===== src/rtl/mips_run_ctrl_pkg.sv =====
// rtl/mips_run_ctrl_pkg.sv - shared state encoding and parameter defaults for the run controller
package mips_run_ctrl_pkg;

  localparam int DIV_DEFAULT    = 25000000;
  localparam int DB_CNT_DEFAULT = 500000;
  localparam int DB_CNT_W       = 20;

  typedef enum logic [1:0] {
    ST_HALT  = 2'd0,
    ST_RUN   = 2'd1,
    ST_STEP  = 2'd2,
    ST_BREAK = 2'd3
  } run_state_e;

  function automatic logic is_halted(run_state_e s);
    return (s == ST_HALT) || (s == ST_BREAK);
  endfunction

endpackage


===== src/rtl/mips_run_ctrl_if.sv =====
// rtl/mips_run_ctrl_if.sv - board-side control and status bundle of the run controller
interface mips_run_ctrl_if;

  logic        run_sw;
  logic        step_btn;
  logic        bp_en;
  logic [31:0] bp_pc;
  logic [31:0] pc;
  logic        cpu_tick;
  logic [1:0]  state;
  logic        halted;
  logic [15:0] tick_cnt;

  modport master (
    output run_sw, step_btn, bp_en, bp_pc, pc,
    input  cpu_tick, state, halted, tick_cnt
  );

  modport slave (
    input  run_sw, step_btn, bp_en, bp_pc, pc,
    output cpu_tick, state, halted, tick_cnt
  );

endinterface


===== src/rtl/mips_run_ctrl_btn_debounce.sv =====
// rtl/mips_run_ctrl_btn_debounce.sv - step button synchroniser, debouncer and rising-edge pulse
module btn_debounce
  import mips_run_ctrl_pkg::*;
#(
  parameter int DB_CNT = DB_CNT_DEFAULT
) (
  input  logic clk,
  input  logic rst,
  input  logic btn_i,
  output logic step_req_o
);

  localparam logic [DB_CNT_W-1:0] CNT_LAST = DB_CNT_W'(DB_CNT - 1);

  logic                sync1_q, sync2_q;
  logic                level_q, level_d;
  logic                level_prev_q;
  logic [DB_CNT_W-1:0] cnt_q, cnt_d;

  // The level only moves after DB_CNT back-to-back disagreeing samples.
  always_comb begin
    level_d = level_q;
    cnt_d   = '0;
    if (sync2_q != level_q) begin
      if (cnt_q == CNT_LAST) begin
        level_d = sync2_q;
      end else begin
        cnt_d = cnt_q + 1'b1;
      end
    end
  end

  always_ff @(posedge clk or posedge rst) begin
    if (rst) begin
      sync1_q      <= 1'b0;
      sync2_q      <= 1'b0;
      level_q      <= 1'b0;
      level_prev_q <= 1'b0;
      cnt_q        <= '0;
    end else begin
      sync1_q      <= btn_i;
      sync2_q      <= sync1_q;
      level_q      <= level_d;
      level_prev_q <= level_q;
      cnt_q        <= cnt_d;
    end
  end

  assign step_req_o = level_q & ~level_prev_q;

endmodule


===== src/rtl/mips_run_ctrl.sv =====
// rtl/mips_run_ctrl.sv - HALT/RUN/STEP/BREAK controller issuing CPU clock-enable ticks
module mips_run_ctrl
  import mips_run_ctrl_pkg::*;
#(
  parameter int DIV    = DIV_DEFAULT,
  parameter int DB_CNT = DB_CNT_DEFAULT
) (
  input  logic            clk,
  input  logic            rst,
  mips_run_ctrl_if.slave  bus
);

  localparam logic [31:0] DIV_LAST = 32'(DIV - 1);

  logic        step_req;
  logic        bp_hit;
  run_state_e  state_q, state_d;
  logic [31:0] div_q, div_d, div_inc;
  logic        tick_q, tick_d;
  logic [15:0] tick_cnt_q, tick_cnt_d;

  btn_debounce #(.DB_CNT(DB_CNT)) u_btn_debounce (
    .clk        (clk),
    .rst        (rst),
    .btn_i      (bus.step_btn),
    .step_req_o (step_req)
  );

  assign bp_hit = bus.bp_en && (bus.pc == bus.bp_pc);

  always_ff @(posedge clk or posedge rst) begin
    if (rst) begin
      state_q    <= ST_HALT;
      div_q      <= '0;
      tick_q     <= 1'b0;
      tick_cnt_q <= '0;
    end else begin
      state_q    <= state_d;
      div_q      <= div_d;
      tick_q     <= tick_d;
      tick_cnt_q <= tick_cnt_d;
    end
  end

  // The tick is registered alongside the divider, so the breakpoint compare
  // uses pc one cycle ahead; pc only moves on a tick, so it is the same value.
  always_comb begin
    state_d = state_q;
    div_d   = div_q;
    div_inc = (div_q == DIV_LAST) ? 32'd0 : div_q + 32'd1;
    unique case (state_q)
      ST_HALT: begin
        if (bus.run_sw) begin
          state_d = ST_RUN;
          div_d   = '0;
        end else if (step_req) begin
          state_d = ST_STEP;
        end
      end
      ST_RUN: begin
        if (!bus.run_sw) begin
          state_d = ST_HALT;
          div_d   = '0;
        end else if ((div_inc == DIV_LAST) && bp_hit) begin
          state_d = ST_BREAK;
          div_d   = '0;
        end else begin
          div_d = div_inc;
        end
      end
      ST_STEP: begin
        state_d = ST_HALT;
      end
      ST_BREAK: begin
        if (!bus.run_sw) begin
          state_d = ST_HALT;
        end else if (step_req) begin
          state_d = ST_STEP;
        end
      end
      default: state_d = ST_HALT;
    endcase
  end

  always_comb begin
    tick_d     = (state_d == ST_STEP) || ((state_d == ST_RUN) && (div_d == DIV_LAST));
    tick_cnt_d = tick_cnt_q + {15'd0, tick_d};
  end

  assign bus.cpu_tick = tick_q;
  assign bus.state    = state_q;
  assign bus.halted   = is_halted(state_q);
  assign bus.tick_cnt = tick_cnt_q;

endmodule

===== src/flat_wrapper.sv =====
// flat-port wrapper written by rule: the top's interface ports become plain ports
module mips_run_ctrl_flat import mips_run_ctrl_pkg::*;
#(
  parameter int DIV    = DIV_DEFAULT,
  parameter int DB_CNT = DB_CNT_DEFAULT
)
  (clk, rst, bus_run_sw, bus_step_btn, bus_bp_en, bus_bp_pc, bus_pc, bus_cpu_tick, bus_state, bus_halted, bus_tick_cnt);
  mips_run_ctrl_if bus_i ();
  input  logic clk;
  input  logic rst;
  input wire logic [$bits(bus_i.run_sw)-1:0] bus_run_sw;
  input wire logic [$bits(bus_i.step_btn)-1:0] bus_step_btn;
  input wire logic [$bits(bus_i.bp_en)-1:0] bus_bp_en;
  input wire logic [$bits(bus_i.bp_pc)-1:0] bus_bp_pc;
  input wire logic [$bits(bus_i.pc)-1:0] bus_pc;
  output wire logic [$bits(bus_i.cpu_tick)-1:0] bus_cpu_tick;
  output wire logic [$bits(bus_i.state)-1:0] bus_state;
  output wire logic [$bits(bus_i.halted)-1:0] bus_halted;
  output wire logic [$bits(bus_i.tick_cnt)-1:0] bus_tick_cnt;
  assign bus_i.run_sw = bus_run_sw;
  assign bus_i.step_btn = bus_step_btn;
  assign bus_i.bp_en = bus_bp_en;
  assign bus_i.bp_pc = bus_bp_pc;
  assign bus_i.pc = bus_pc;
  assign bus_cpu_tick = bus_i.cpu_tick;
  assign bus_state = bus_i.state;
  assign bus_halted = bus_i.halted;
  assign bus_tick_cnt = bus_i.tick_cnt;
  mips_run_ctrl #(.DIV(DIV), .DB_CNT(DB_CNT)) u_core (.clk(clk), .rst(rst), .bus(bus_i));
endmodule

===== config.mk =====
export PLATFORM = sky130hd
export DESIGN_NAME = mips_run_ctrl_flat
export DESIGN_NICKNAME = d
export VERILOG_FILES = /design/src/rtl/mips_run_ctrl_pkg.sv /design/src/rtl/mips_run_ctrl_if.sv /design/src/rtl/mips_run_ctrl_btn_debounce.sv /design/src/rtl/mips_run_ctrl.sv /design/src/flat_wrapper.sv
export SDC_FILE = /design/constraint.sdc
export NUM_CORES = 1
export LEC_CHECK = 0
export BUFFER_PORTS_ARGS = -buffer_cell sky130_fd_sc_hd__buf_2
export CAP_MARGIN = 0
export CORE_UTILIZATION = 51
export DETAILED_ROUTE_END_ITERATION = 7
export PLACE_DENSITY = 0.77
export SLEW_MARGIN = 20
export SYNTH_ARGS = -nofsm -noshare
export SYNTH_HDL_FRONTEND = slang
export SYNTH_SLANG_ARGS = --single-unit

===== constraint.sdc =====
create_clock -name clk -period 3.54 [get_ports clk]
set_input_delay 1.062 -clock clk [delete_from_list [all_inputs] [get_ports clk]]
set_output_delay 1.062 -clock clk [all_outputs]
set_load 0.01 [all_outputs]

# == Yosys cells after proc, flatten, opt, wreduce, memory -nomap -nowiden ==
# Cells that the tools add are included.
# Widths: inputs -> output; s select.
# op_classes
n_eq_ne,11
bitwise,2
muxes,13
n_addsub,3
n_reduce_logical,7
# ops
operator,count
$mux 32,4
$eq 32x25->1 const B,3
$pmux 32 s2,1
$mux 20,2
$add 32x1->32 const B,1
$eq 32x32->1,1
$add 20x1->20 const B,1
$eq 20x19->1 const B,1
$add 16x1->16,1
$mux 2,5
$pmux 2 s4,1
$eq 2x2->1 const B,3
$eq 2x1->1 const B,2
$logic_and 1x1->1,3
$logic_not 2->1,1
$logic_or 1x1->1,2
$reduce_and 2->1,1
$and 1x1->1,1
$ne 1x1->1,1
$not 1->1,1
# totals
wordCells,45
out_inout_bits,20
reg_bits,75
in_bits,69

# == Longest topological paths before layout ==
# depth
depth_word,11
ltp_mapped,20
depth_no_buf,18

# == Hierarchy ==
# Synthesis repeated with hierarchy kept, for this count alone.
# hier_totals
cells_unflattened,572
hier_area_um2,5033.6
# modules_own_cells
module,seq_area_each_um2,instances,cells_per_inst,area_each_um2
mips_run_ctrl,1276.2,1,458,3849.9
btn_debounce,600.6,1,114,1183.6

# == Worst setup path before layout ==
# OpenSTA, ideal clock, no wires.
# synth_timing
path_type,input to register
start,in bus_run_sw
end,reg u_core.tick_cnt_q[10] (netlist: u_core.bus.tick_cnt[10])
arrival_time_ns,3.841
required_ns,3.414
slack_ns,-0.427
n_path_buf,2
setup_ns,0.126
cell_stages,17
path_cell_list,nand2_1 clkbuf_1 buf_1 nor2_1 a41oi_1 nand2_1 nor4_1 nand4_1 a2111oi_2 nand4_1 o2bb2ai_1 ha_1 ha_1 nand2_1 nor2_1 nand2_1 xnor2_1
# synth_between
elab_chain_len,6
word_cells_on_any_way,13
cone_classes,add/sub: 1; eq/ne: 3; mux: 7; reduce/logical: 2
# synth_rtl
element,line,source
"start, declared",flat_wrapper.sv:11,input wire logic [$bits(bus_i.run_sw)-1:0] bus_run_sw;
$mux 32 (on tied branches),"mips_run_ctrl.sv:61, mips_run_ctrl.sv:53",
$pmux 32 s2 *,mips_run_ctrl.sv:51,unique case (state_q)
via u_core.div_d[8],mips_run_ctrl.sv:18,"logic [31:0] div_q, div_d, div_inc;"
$eq 32x25->1 *,mips_run_ctrl.sv:86,tick_d = (state_d == ST_STEP) || ((state_d == ST_RUN) && (div_d == DIV_LAST));
$logic_and 1x1->1 *,mips_run_ctrl.sv:86,
$logic_or 1x1->1 *,mips_run_ctrl.sv:86,
via u_core.tick_d,mips_run_ctrl.sv:19,"logic tick_q, tick_d;"
$add 16x1->16 *,mips_run_ctrl.sv:87,"tick_cnt_d = tick_cnt_q + {15'd0, tick_d};"
via u_core.tick_cnt_d[10],mips_run_ctrl.sv:20,"logic [15:0] tick_cnt_q, tick_cnt_d;"
"end signal, assigned",mips_run_ctrl.sv:41,tick_cnt_q <= tick_cnt_d;
"end, declared",mips_run_ctrl.sv:20,
# Mark *: on every way through the listed nets, which the timed path passes. The rest lies on a longest branch.
# A chain may end at the register's enable or synchronous reset.

# == Worst setup path in the final report ==
# layout_timing
start,reg u_core.div_q[22]
end,reg u_core.tick_cnt_q[13] (netlist: u_core.bus.tick_cnt[13])
# layout_between
elab_chain_len,11
word_cells_on_any_way,18
cone_classes,add/sub: 2; eq/ne: 5; mux: 8; reduce/logical: 3
# layout_rtl
element,line,source
"start, declared",mips_run_ctrl.sv:18,
"start signal, assigned",mips_run_ctrl.sv:39,div_q <= div_d;
$add 32x1->32 or $eq 32x25->1 (tied branches),mips_run_ctrl.sv:50,div_inc = (div_q == DIV_LAST) ? 32'd0 : div_q + 32'd1;
$mux 32 *,mips_run_ctrl.sv:50,
$eq 32x25->1,mips_run_ctrl.sv:64,end else if ((div_inc == DIV_LAST) && bp_hit) begin
$logic_and 1x1->1,mips_run_ctrl.sv:64,
$mux 32 *,mips_run_ctrl.sv:64,
$mux 32 *,mips_run_ctrl.sv:61,if (!bus.run_sw) begin
$pmux 32 s2 *,mips_run_ctrl.sv:51,
via u_core.div_d[31],mips_run_ctrl.sv:18,
$eq 32x25->1 *,mips_run_ctrl.sv:86,
$logic_and 1x1->1 *,mips_run_ctrl.sv:86,
$logic_or 1x1->1 *,mips_run_ctrl.sv:86,
via u_core.tick_d,mips_run_ctrl.sv:19,
$add 16x1->16 *,mips_run_ctrl.sv:87,
via u_core.tick_cnt_d[13],mips_run_ctrl.sv:20,
# Marks and branches as above.

==> results.txt <==
The flow ran to the end, but the final reports show violations. The checks that failed: setup timing. The tools report the sequential group share of total power as 0.353. Summed over all nets, the switching power comes to 840 uW.

The total global routing track utilization is 0.345. The primary flip-flop cell chosen by synthesis mapping is sky130_fd_sc_hd__dfrtp_1. In this run the critical register-to-register path is launched from u_core.div_q[22]. The repair_antennas step left the layout with diodes totalling 0. The reg-to-reg endpoint was u_core.bus.tick_cnt[13].

Entering global routing, the biggest net connects 42 pins. Clock skew on the completed layout was measured at 0.00840 ns. The run gives 0 as the hold violation total from the final report.

For this run, the number of standard cells in the final layout without fillers is 947. The detail route stage leaves a number of antenna-violating nets equal to 0. STA classifies the critical path endpoint as a flip-flop. The tools report the max capacitance violation total as 0. The number of buffers on the longest clock path came out at 2. Die width: 102 um.

The tools report the clock root buffer as sky130_fd_sc_hd__clkbuf_8. In this run, the number of DRC markers left after iteration 0 of detailed routing was 436. The slew of the pin with the lowest slew margin works out to 0.711 ns. In this run the most used layer during global routing was met2. The run gives 0.323 as the combinational fraction of design power. The data arrival time of the critical path is 4.23 ns, and the number of nets in the final layout is 889. The tools report the internal power component as 1.73 mW. After global routing the overflow that remains totals 0. The tools report the worst slew margin relative to its limit as 0.522. For the number of remaining DRC errors, the log shows 0.

In this run the worst path has a maximum fanout of 4. The count of mapped cells out of synthesis came out at 590. Data on the critical path is required at its endpoint by 3.79 ns.

The routed wirelength normalized by instance count works out to 18.5 um. The total negative slack was -4.85 ns; the reg2reg setup slack was -0.44 ns. The switching power share of the total is 0.327, and the async set-reset flop share out of synthesis is 1.00. For this design the ratio of total power to cell area is 348 mW/mm^2. The fraction of layout instances using a drive strength above 1 was 0.419.

At the end of routability-driven placement, the weighted congestion stood at 0.978. The clock drives 75 sinks. The tools report the number of global-route vias before repair as 5,359. The per-cell via count in the routed design was 5.96; the count of standard-cell rows was 35.

CTS built an H-tree with a depth of 3. The most common library cell in the layout ignoring fill and taps was sky130_fd_sc_hd__buf_4. Leaving out fill and tap cells, the most frequent cells in the layout are 150 x sky130_fd_sc_hd__buf_4, 88 x sky130_fd_sc_hd__buf_2, 68 x sky130_fd_sc_hd__dfrtp_1. The tools report the number of inserted filler cells in the final layout as 649. The count of final max-slew check failures is 0. The number of synthesis warnings is 0. The met2 usage was 0.601; the leakage power was 3.42 nW.

The worst path setup slack after routing came out at -0.439 ns. Setup violations remaining at the end of the flow were counted as 15. From synthesis to final layout, the design area changed by 46.0%. Count of buffers inserted at the top-level ports: 88. The die is 102 um tall. The startpoint identified for the worst hold timing path is u_core.u_btn_debounce.sync1_q. The clock latency reported for the late side of the worst-skew pair is 0.36 ns. Clock tree synthesis inserted a total of 9 buffers. The cell total after placement was 921; the first-pass iteration count of the detailed router was 5. The sink of the worst hold path is u_core.u_btn_debounce.sync2_q. The clock slew at the register clock pins of the worst setup and hold paths was 0.09 ns; the number of cells on the worst reg-to-reg path was 16. Worst ir drop on vdd: 0.000234 V. Counting instances, the worst hold path has a depth of 0. Post-synthesis average cell area: 8.58 um^2.

The final layout contains routed wiring with a total length of 17,500 um. Based on the critical path, the design can be clocked at up to 251 MHz. The core region is 0.00942 mm^2.

The number of nets in the synthesized netlist is 666. The first global-routing pass estimated 26,800 um of wire. Synthesis inferred 75 register bits.

TritonCTS built the clock tree. During I/O placement, the number of pins put on the boundary was 89. The relative contribution of the clock network to total power came out at 0.324. Critical path start-end classification: reg -> reg. The tools report the sequential cell area fraction in the yosys report as 0.371. The starting utilization of the core area is 0.538. The post-route clock period utilization was 1.12. The tools report the type of origin of the critical path as a flip-flop.

The floorplan step defined a die boundary enclosing 0.0103 mm^2. Detailed routing inserted a total of 5,642 vias. The global routing met3 resource utilization is 0.0580, and the post-layout minimum cycle time is 3.98 ns. The number of antenna violations at the first check in global routing is 0. Setup repair after global routing could not meet its margin everywhere.

The cell area that synthesis handed to floorplanning was 0.00506 mm^2. The fraction of met1 tracks used by global routing was 0.420; the number of library cell types mapped by synthesis was 65. Counting flops with a built-in enable in the synthesized netlist gives 0. The worst hold path belongs to the class reg -> reg. Summed over all nets, the half-perimeter wirelength after detailed placement is 13,100 um.
[state kept, by name (all words and copies together), names as in the netlist]
signal / flops
u_core.u_btn_debounce.sync2_q: 1
u_core.u_btn_debounce.level_prev_q: 1
u_core.u_btn_debounce.level_q: 1
u_core.bus.state: 2
u_core.u_btn_debounce.cnt_q: 20
u_core.bus.tick_cnt: 16
u_core.div_q: 32
u_core.bus.cpu_tick: 1
u_core.u_btn_debounce.sync1_q: 1
[critical path: stages, from the launching register on]
cell	delay [ns]
sky130_fd_sc_hd__dfrtp_1	0.38
sky130_fd_sc_hd__nand4_1	0.28
sky130_fd_sc_hd__buf_6	0.25
sky130_fd_sc_hd__nor4_4	0.38
sky130_fd_sc_hd__buf_4	0.19
sky130_fd_sc_hd__a31oi_1	0.10
sky130_fd_sc_hd__a31o_2	0.26
sky130_fd_sc_hd__nor4_4	0.31
sky130_fd_sc_hd__nand4_1	0.16
sky130_fd_sc_hd__a2111oi_2	0.36
sky130_fd_sc_hd__nand4_1	0.20
sky130_fd_sc_hd__o2bb2ai_4	0.21
sky130_fd_sc_hd__ha_4	0.18
sky130_fd_sc_hd__and3_4	0.19
sky130_fd_sc_hd__nor2b_4	0.17
sky130_fd_sc_hd__nand3_1	0.10
sky130_fd_sc_hd__xnor2_1	0.14
[through the flow]
| stage | total power [mW] | hold slack (ns) | setup WS [ns] | cell area (um^2) | util |
|---|---|---|---|---|---|
| 2_1_floorplan | 1.27 | 0.331 | -0.194 | 5110 | - |
| 3_3_place_gp | 1.67 | 0.338 | -0.728 | 6700 | 0.711 |
| 3_5_place_dp | 1.68 | 0.352 | -0.817 | 6700 | 0.711 |
| 4_1_cts | 2.53 | 0.372 | -0.376 | 7120 | 0.756 |
| 5_1_grt | 2.66 | 0.379 | -0.632 | 7390 | 0.785 |
| 6_report | 2.57 | 0.368 | -0.439 | 7390 | 0.785 |
[Yosys cell counts, types with 17 or more instances]
library cell / n / area share
sky130_fd_sc_hd__clkbuf_1: 18 / 0.013
sky130_fd_sc_hd__xnor2_1: 45 / 0.078
sky130_fd_sc_hd__o21ai_0: 34 / 0.034
sky130_fd_sc_hd__nand4_1: 24 / 0.030
sky130_fd_sc_hd__a21oi_1: 18 / 0.018
sky130_fd_sc_hd__xor2_1: 32 / 0.055
sky130_fd_sc_hd__nor4_1: 17 / 0.021
sky130_fd_sc_hd__dfrtp_1: 75 / 0.37
sky130_fd_sc_hd__nand3_1: 31 / 0.031
sky130_fd_sc_hd__nand2_1: 68 / 0.050
sky130_fd_sc_hd__nor2_1: 43 / 0.032
[timing repair]
action,CTS,global route
setup endpoints to repair,16,16
gates resized for setup,29,42
setup buffers,4,7
hold buffers,0,0
pin swaps,14,20
[layout make-up]
| cell class | instances | area, um^2 | area share |
|---|---|---|---|
| tap | 129 | 161 | 0.0218 |
| sequential | 75 | 1890 | 0.255 |
| inverter | 16 | 60.1 | 0.00813 |
| clock inverter | 7 | 121 | 0.0164 |
| clock buffer | 9 | 124 | 0.0168 |
| multi-input combinational | 461 | 3310 | 0.448 |
| timing repair buffer | 250 | 1730 | 0.234 |
[routing by layer]
layer / wire, um / up-vias
li1: - / 2580
met2: 8800 / 313
met1: 6720 / 2702
met3: 1390 / 47
met4: 643 / 0
met5: 0 / -
[logic make-up after synthesis]
group | after synthesis | share of synthesized area
and+or+nand+nor | 264 | 0.282
DFF | 75 | 0.371
xor gates and xnor gates | 77 | 0.133
adders and majority gates | 7 | 0.0173
muxes | 6 | 0.0126
buffers and inverters | 54 | 0.0467
AOI/OAI and AO/OA | 107 | 0.137
[how the worst max path moves through the flow]
stage                          start                      end  depth (start not counted)
finish              u_core.div_q[22]  u_core.bus.tick_cnt[13]                         16
global route        u_core.div_q[19]  u_core.bus.tick_cnt[13]                         16
CTS                 u_core.div_q[14]  u_core.bus.tick_cnt[13]                         18
detailed placement        bus_run_sw  u_core.bus.tick_cnt[15]                         18
global placement          bus_run_sw  u_core.bus.tick_cnt[13]                         18
floorplan              bus_bp_pc[26]  u_core.bus.tick_cnt[11]                         15
[power groups by stage]
stage	clock, mW	sequential [mW]	combinational (mW)
floorplan	0	0.925	0.342
global placement	0	0.916	0.749
detailed placement	0	0.917	0.763
CTS	0.836	0.906	0.783
global route	0.867	0.910	0.885
finish	0.833	0.908	0.829
(Power assumes the default switching activity.)
